## src/rtl/skin_ctrl_pkg.sv

```systemverilog
// skin_ctrl_pkg: shared frame FSM encoding, error codes and default sync/timeout constants
package skin_ctrl_pkg;
  typedef logic [2:0] state_t;
  localparam state_t ST_IDLE    = 3'd0;
  localparam state_t ST_SYNC    = 3'd1;
  localparam state_t ST_LEN_H   = 3'd2;
  localparam state_t ST_LEN_L   = 3'd3;
  localparam state_t ST_PAYLOAD = 3'd4;
  localparam logic [1:0] ERR_NONE    = 2'b00;
  localparam logic [1:0] ERR_LEN0    = 2'b01;
  localparam logic [1:0] ERR_TIMEOUT = 2'b10;
  localparam logic [7:0] DEF_SYNC0 = 8'h55;
  localparam logic [7:0] DEF_SYNC1 = 8'hAA;
  localparam logic [15:0] DEF_TIMEOUT = 16'd43400;
endpackage

```

## src/rtl/skin_byte_timer.sv

```systemverilog
// skin_byte_timer: inter-byte idle timer, expire pulses once LIMIT-1 silent cycles follow a kick
// ports: clk/rst clock and sync reset; run_i keep counting (else cleared); kick_i byte seen;
//   expire_o idle limit reached this cycle with no kick
module skin_byte_timer #(
  parameter int W = 16,
  parameter logic [W-1:0] LIMIT = W'(43400)
) (
  input  logic clk,
  input  logic rst,
  input  logic run_i,
  input  logic kick_i,
  output logic expire_o
);
  logic [W-1:0] cnt_q, cnt_d;
  // the kick cycle itself counts as zero, so the following cycle already reads 1
  always_comb cnt_d = !run_i ? '0 : kick_i ? W'(1) : cnt_q + W'(1);
  assign expire_o = !kick_i && cnt_q == LIMIT - W'(1);
  always_ff @(posedge clk) begin
    if (rst) cnt_q <= '0;
    else cnt_q <= cnt_d;
  end
endmodule

```

## src/rtl/skin_frame_ctrl.sv

```systemverilog
// skin_frame_ctrl: sync/length frame sequencer gating 3*N payload bytes from uart_rx into the RGB assembler
// ports: sys_clk/sys_rst clock and sync active-high reset; rx_vld/rx_data received byte strobe;
//   pix_vld/pix_data registered payload byte; pipe_clr assembler byte-phase clear at frame start;
//   frame_busy/frame_done/frame_err/err_code frame status; pix_cnt pixels forwarded this frame
module skin_frame_ctrl
  import skin_ctrl_pkg::*;
#(
  parameter logic [7:0]  SYNC0       = DEF_SYNC0,
  parameter logic [7:0]  SYNC1       = DEF_SYNC1,
  parameter logic [15:0] TIMEOUT_CYC = DEF_TIMEOUT,
  parameter int          CNT_W       = 16
) (
  input  logic             sys_clk,
  input  logic             sys_rst,
  input  logic             rx_vld,
  input  logic [7:0]       rx_data,
  output logic             pix_vld,
  output logic [7:0]       pix_data,
  output logic             pipe_clr,
  output logic             frame_busy,
  output logic             frame_done,
  output logic             frame_err,
  output logic [1:0]       err_code,
  output logic [CNT_W-1:0] pix_cnt
);
  state_t           state_q, state_d;
  logic [7:0]       len_h_q, len_h_d, data_q, data_d;
  logic [CNT_W-1:0] len_q, len_d, cnt_q, cnt_d, cnt_inc;
  logic [1:0]       phase_q, phase_d, code_q, code_d;
  logic             vld_q, vld_d, clr_q, clr_d, busy_q, busy_d, done_q, done_d, err_q, err_d;
  logic             expire;
  logic [15:0]      len_rx;
  assign len_rx  = {len_h_q, rx_data};
  assign cnt_inc = cnt_q + CNT_W'(1);
  always_comb begin
    state_d = state_q;
    len_h_d = len_h_q;
    len_d   = len_q;
    cnt_d   = cnt_q;
    phase_d = phase_q;
    code_d  = code_q;
    data_d  = data_q;
    busy_d  = busy_q;
    vld_d   = 1'b0;
    clr_d   = 1'b0;
    done_d  = 1'b0;
    err_d   = 1'b0;
    if (rx_vld) begin
      case (state_q)
        ST_IDLE:  state_d = rx_data == SYNC0 ? ST_SYNC : ST_IDLE;
        ST_SYNC:  state_d = rx_data == SYNC1 ? ST_LEN_H : rx_data == SYNC0 ? ST_SYNC : ST_IDLE;
        ST_LEN_H: begin
          len_h_d = rx_data;
          state_d = ST_LEN_L;
        end
        ST_LEN_L: begin
          if (len_rx == 16'd0) begin
            err_d   = 1'b1;
            code_d  = ERR_LEN0;
            state_d = ST_IDLE;
          end else begin
            len_d   = CNT_W'(len_rx);
            cnt_d   = '0;
            phase_d = 2'd0;
            clr_d   = 1'b1;
            busy_d  = 1'b1;
            state_d = ST_PAYLOAD;
          end
        end
        ST_PAYLOAD: begin
          vld_d   = 1'b1;
          data_d  = rx_data;
          phase_d = phase_q == 2'd2 ? 2'd0 : phase_q + 2'd1;
          // a pixel is complete on its third byte; the last pixel closes the frame
          if (phase_q == 2'd2) begin
            cnt_d = cnt_inc;
            if (cnt_inc == len_q) begin
              done_d  = 1'b1;
              busy_d  = 1'b0;
              state_d = ST_IDLE;
            end
          end
        end
        default: state_d = ST_IDLE;
      endcase
    end else if (expire && state_q != ST_IDLE) begin
      err_d   = 1'b1;
      code_d  = ERR_TIMEOUT;
      busy_d  = 1'b0;
      state_d = ST_IDLE;
    end
  end
  always_ff @(posedge sys_clk) begin
    if (sys_rst) begin
      state_q <= ST_IDLE;
      len_h_q <= '0;
      len_q   <= '0;
      cnt_q   <= '0;
      phase_q <= '0;
      code_q  <= ERR_NONE;
      data_q  <= '0;
      busy_q  <= 1'b0;
      vld_q   <= 1'b0;
      clr_q   <= 1'b0;
      done_q  <= 1'b0;
      err_q   <= 1'b0;
    end else begin
      state_q <= state_d;
      len_h_q <= len_h_d;
      len_q   <= len_d;
      cnt_q   <= cnt_d;
      phase_q <= phase_d;
      code_q  <= code_d;
      data_q  <= data_d;
      busy_q  <= busy_d;
      vld_q   <= vld_d;
      clr_q   <= clr_d;
      done_q  <= done_d;
      err_q   <= err_d;
    end
  end
  // run follows the next state so the byte that leaves IDLE already starts the count
  skin_byte_timer #(.W(16), .LIMIT(TIMEOUT_CYC)) u_timer (
    .clk      (sys_clk),
    .rst      (sys_rst),
    .run_i    (state_d != ST_IDLE),
    .kick_i   (rx_vld),
    .expire_o (expire)
  );
  assign pix_vld    = vld_q;
  assign pix_data   = data_q;
  assign pipe_clr   = clr_q;
  assign frame_busy = busy_q;
  assign frame_done = done_q;
  assign frame_err  = err_q;
  assign err_code   = code_q;
  assign pix_cnt    = cnt_q;
endmodule

```

## config.mk

```make
export PLATFORM = sky130hd
export DESIGN_NAME = skin_frame_ctrl
export DESIGN_NICKNAME = d
export VERILOG_FILES = /design/src/rtl/skin_ctrl_pkg.sv /design/src/rtl/skin_byte_timer.sv /design/src/rtl/skin_frame_ctrl.sv
export SDC_FILE = /design/constraint.sdc
export NUM_CORES = 1
export LEC_CHECK = 0
export CAP_MARGIN = 20
export CORE_ASPECT_RATIO = 1.75
export CORE_MARGIN = 2
export CORE_UTILIZATION = 59
export CTS_BUF_LIST = sky130_fd_sc_hd__clkbuf_4
export DETAILED_ROUTE_END_ITERATION = 7
export PLACE_DENSITY = 0.83
export SLEW_MARGIN = 20
export SYNTH_ARGS = -nofsm -noshare
export SYNTH_HDL_FRONTEND = slang
export SYNTH_SLANG_ARGS = --single-unit
```

## constraint.sdc

```tcl
create_clock -name sys_clk -period 5.6 [get_ports sys_clk]
set_input_delay 0.84 -clock sys_clk [delete_from_list [all_inputs] [get_ports sys_clk]]
set_output_delay 0.84 -clock sys_clk [all_outputs]
set_load 0.02 [all_outputs]
```

==> out/metrics.csv <==
stage,metric,value,unit
status,status,finished clean,
global_routing,grt_usage,0.294,
logic_synthesis,yosysWarnings,0,
power,power_density,198,nW/µm²
logic_synthesis,syn-num-nets,519,
critical_path,r2r_cells,7,
critical_path,worstReg2RegStart,pix_cnt[0],
critical_path,arrival,3.46,ns
clock_tree,cts-buffers-inserted,9,
routing,drc,0,
sta,setup_tns,0,ns
critical_path,worstSetupStartpointType,primary input,
clock_tree,insertion_delay,0.44,ns
critical_path,critPathKind,in2reg,
power,total_leakage_power,1.51,nW
final_layout,synthToLayoutAreaGrowth,12.1,%
critical_path,path_cells,clkdlybuf4s50_1 > nor4_1 > nand4_1 > o211ai_1 > a21oi_1 > a211oi_1,
clock_tree,clk_pin_slew,0.11,ns
routing,drtIter0Drc,349,
clock_tree,cts_tree,done,
power,p_total,0.887,mW
clock_tree,cts.htree.levels,3,
final_layout,drive_above_1_share,0.0585,
placed_design,pre_cts_slack,2.13,ns
final_layout,final_core_utilization,0.686,
critical_path,reg2reg_to,frame_busy,
sta,fmax,322,MHz
sta,worst_pin_slew,1.14,ns
global_routing,grt_max_degree,64,
hold_path,min_path_type,reg2reg,
sta,slew_headroom,0.234,
sta,period_needed,3.11,ns
sta,timing.final.crit_share,0.555,
clock_tree,post_cts_resized,0,
routing,route.vias.total,3757,
critical_path,max_stage_delay,0.98,ns
flow_run,cap_violations,0,
global_routing,grt_pass1_vias,3518,
critical_path,r2r_slack,2.80,ns
logic_synthesis,synth_edf_count,0,
sta,hold_viol_final,0,
logic_synthesis,synthesis.instances,506,
routing,wl,10400,µm
sta,layout_setup_ws,2.49,ns
critical_path,critPathCaptureType,flip-flop,
die,num_io_pins,42,
routing,first_pass_iters,5,
critical_path,cpMaxStageDelayCell,o211ai_1,
global_routing,antenna_found_initial,0,
sta,rsz0062_at_grt,false,
clock_tree,holdBufCountCts,0,
power,max-vdd-ir-drop,0.170,mV
critical_path,required,5.95,ns
final_layout,num_antenna_cells,0,
hold_path,min_from,pix_data[1],
logic_synthesis,postSynthAreaPerCell,7.91,µm²
clock_tree,post_cts_buffers,0,
logic_synthesis,async_flop_share,0,
global_routing,grt-ovfl-total,0,
placed_design,io_buffers,41,
sta,slew_viol_final,0,
clock_tree,cts_root_buffer,clkbuf_4,
placed_design,dpl.hpwl,7630,µm
sta,skew,0.0164,ns
logic_synthesis,seq_area_frac_synth,0.380,
sta,setup_viol,0,
logic_synthesis,synth_ff_type,dfxtp_1,
clock_tree,cts.path.max_buffers,2,
routing,viasPerCell,6.14,
clock_tree,cts_sinks,76,
die,coreArea,6540,µm²
logic_synthesis,syn-cell-area,4000,µm²
die,rows,39,
critical_path,cp_max_fo,14,
routing,antenna_left,0,
die,initial_core_util,0.612,
logic_synthesis,ys_ff_latch,76,
die,die_area,7480,µm²
die,die_w,66.3,µm
logic_synthesis,synth_cell_types,67,
hold_path,hold-path-endpoint,pix_data[1],
placed_design,place.gp.congestion,0.970,
hold_path,hold_path_depth,2,
final_layout,layout.nets,539,
global_routing,grt_pass1_wl,16800,µm
routing,wl_per_cell,17.1,µm
die,die_height,113,µm
[worst max-delay path: cells and delay by family]
kind                   cells  cell delay (ns)
and+or+nand+nor            2             0.76
buffers and inverters      1             0.49
AOI/OAI and AO/OA          3             1.36
[registers in the layout, indices dropped and copies added (netlist names), 2 cells and up]
| name | count |
|---|---|
| err_code | 2 |
| pix_cnt | 16 |
| state_q | 3 |
| len_h_q | 8 |
| phase_q | 2 |
| len_q | 16 |
| u_timer.cnt_q | 16 |
| pix_data | 8 |
[kinds of logic after synthesis]
kind of cell	count (synthesis)	share of synthesized area
DFF	76	0.380
muxes	8	0.0200
buffers and inverters	40	0.0472
xor gates and xnor gates	35	0.0766
adders and majority gates	2	0.00625
and+or+nand+nor	236	0.307
AOI/OAI and AO/OA	109	0.163
[power by group]
group | switching, mW | internal, mW
Combinational | 0.0155 | 0.00821
Clock | 0.176 | 0.147
Sequential | 0.000155 | 0.540
[synthesized netlist by cell type, types with 3 or more instances]
library cell / instances / share of area
and3_1: 4 / 0.0063
nand4_1: 11 / 0.017
and4_1: 4 / 0.0088
and2_1: 6 / 0.0094
o21ai_0: 21 / 0.026
o22ai_1: 3 / 0.0047
clkbuf_1: 21 / 0.020
nand2_1: 77 / 0.072
nor2_1: 54 / 0.051
and3b_1: 3 / 0.0066
or2_2: 3 / 0.0047
buf_2: 7 / 0.0088
nand3_1: 12 / 0.015
nand4b_1: 3 / 0.0066
inv_1: 7 / 0.0066
nor4_1: 9 / 0.014
nand3b_1: 3 / 0.0056
or3_1: 9 / 0.014
nor3_1: 9 / 0.011
or4_1: 4 / 0.0075
xor2_1: 20 / 0.044
nand2b_1: 3 / 0.0047
mux2i_1: 8 / 0.020
xnor2_1: 15 / 0.033
a21oi_1: 57 / 0.071
buf_4: 3 / 0.0056
o211ai_1: 3 / 0.0056
dfxtp_1: 76 / 0.38
nor2b_1: 5 / 0.0078
[per-layer routing]
| layer | vias to the layer above | wire length, µm | global-route usage |
|---|---|---|---|
| met5 | - | 0 | 0 |
| met4 | 0 | 492 | 0.185 |
| met3 | 40 | 490 | 0.0517 |
| met2 | 141 | 5550 | 0.513 |
| met1 | 1744 | 3910 | 0.317 |
| li1 | 1832 | - | - |
[how the worst max path moves through the flow]
stage	endpoint	from	slack [ns]
after CTS	pix_cnt[13]	rx_data[2]	2.61
final	pix_cnt[11]	rx_data[2]	2.49
after floorplan	frame_busy	pix_cnt[1]	3.33
after global routing	pix_cnt[1]	rx_data[4]	2.41
after detailed placement	pix_cnt[2]	rx_data[2]	2.13
after global placement	pix_cnt[1]	rx_data[2]	2.14
[stage by stage]
stage,area [µm²],instances,hold WS [ns]
3_3_place_gp,4350,597,0.444
2_1_floorplan,4000,506,0.440
4_1_cts,4480,612,0.461
5_1_grt,4490,612,0.491
3_5_place_dp,4350,597,0.447
6_report,4490,612,0.459
[final cells by class]
cell class / count / area [µm²]
Fill cell: 560 / 2050
Inverter: 7 / 26.3
Clock inverter: 3 / 38.8
Timing Repair Buffer: 42 / 413
Clock buffer: 12 / 90.1
Multi-Input combinational cell: 390 / 2290
Sequential cell: 76 / 1520
Tap cell: 82 / 103
[placed cells by master, fill, tap and decap left out, types with 9 or more instances in the layout]
cell | netlist | final
o21ai_0 | 21 | 21
xnor2_1 | 15 | 15
xor2_1 | 20 | 20
nand3_1 | 12 | 12
nor2_1 | 54 | 54
nor4_1 | 9 | 9
dfxtp_1 | 76 | 76
nand2_1 | 77 | 77
a21oi_1 | 57 | 57
clkbuf_4 | 0 | 12
clkdlybuf4s50_1 | 0 | 40
or3_1 | 9 | 9
nor3_1 | 9 | 9
nand4_1 | 11 | 11
No activity file was read; power rests on OpenSTA's default activity.
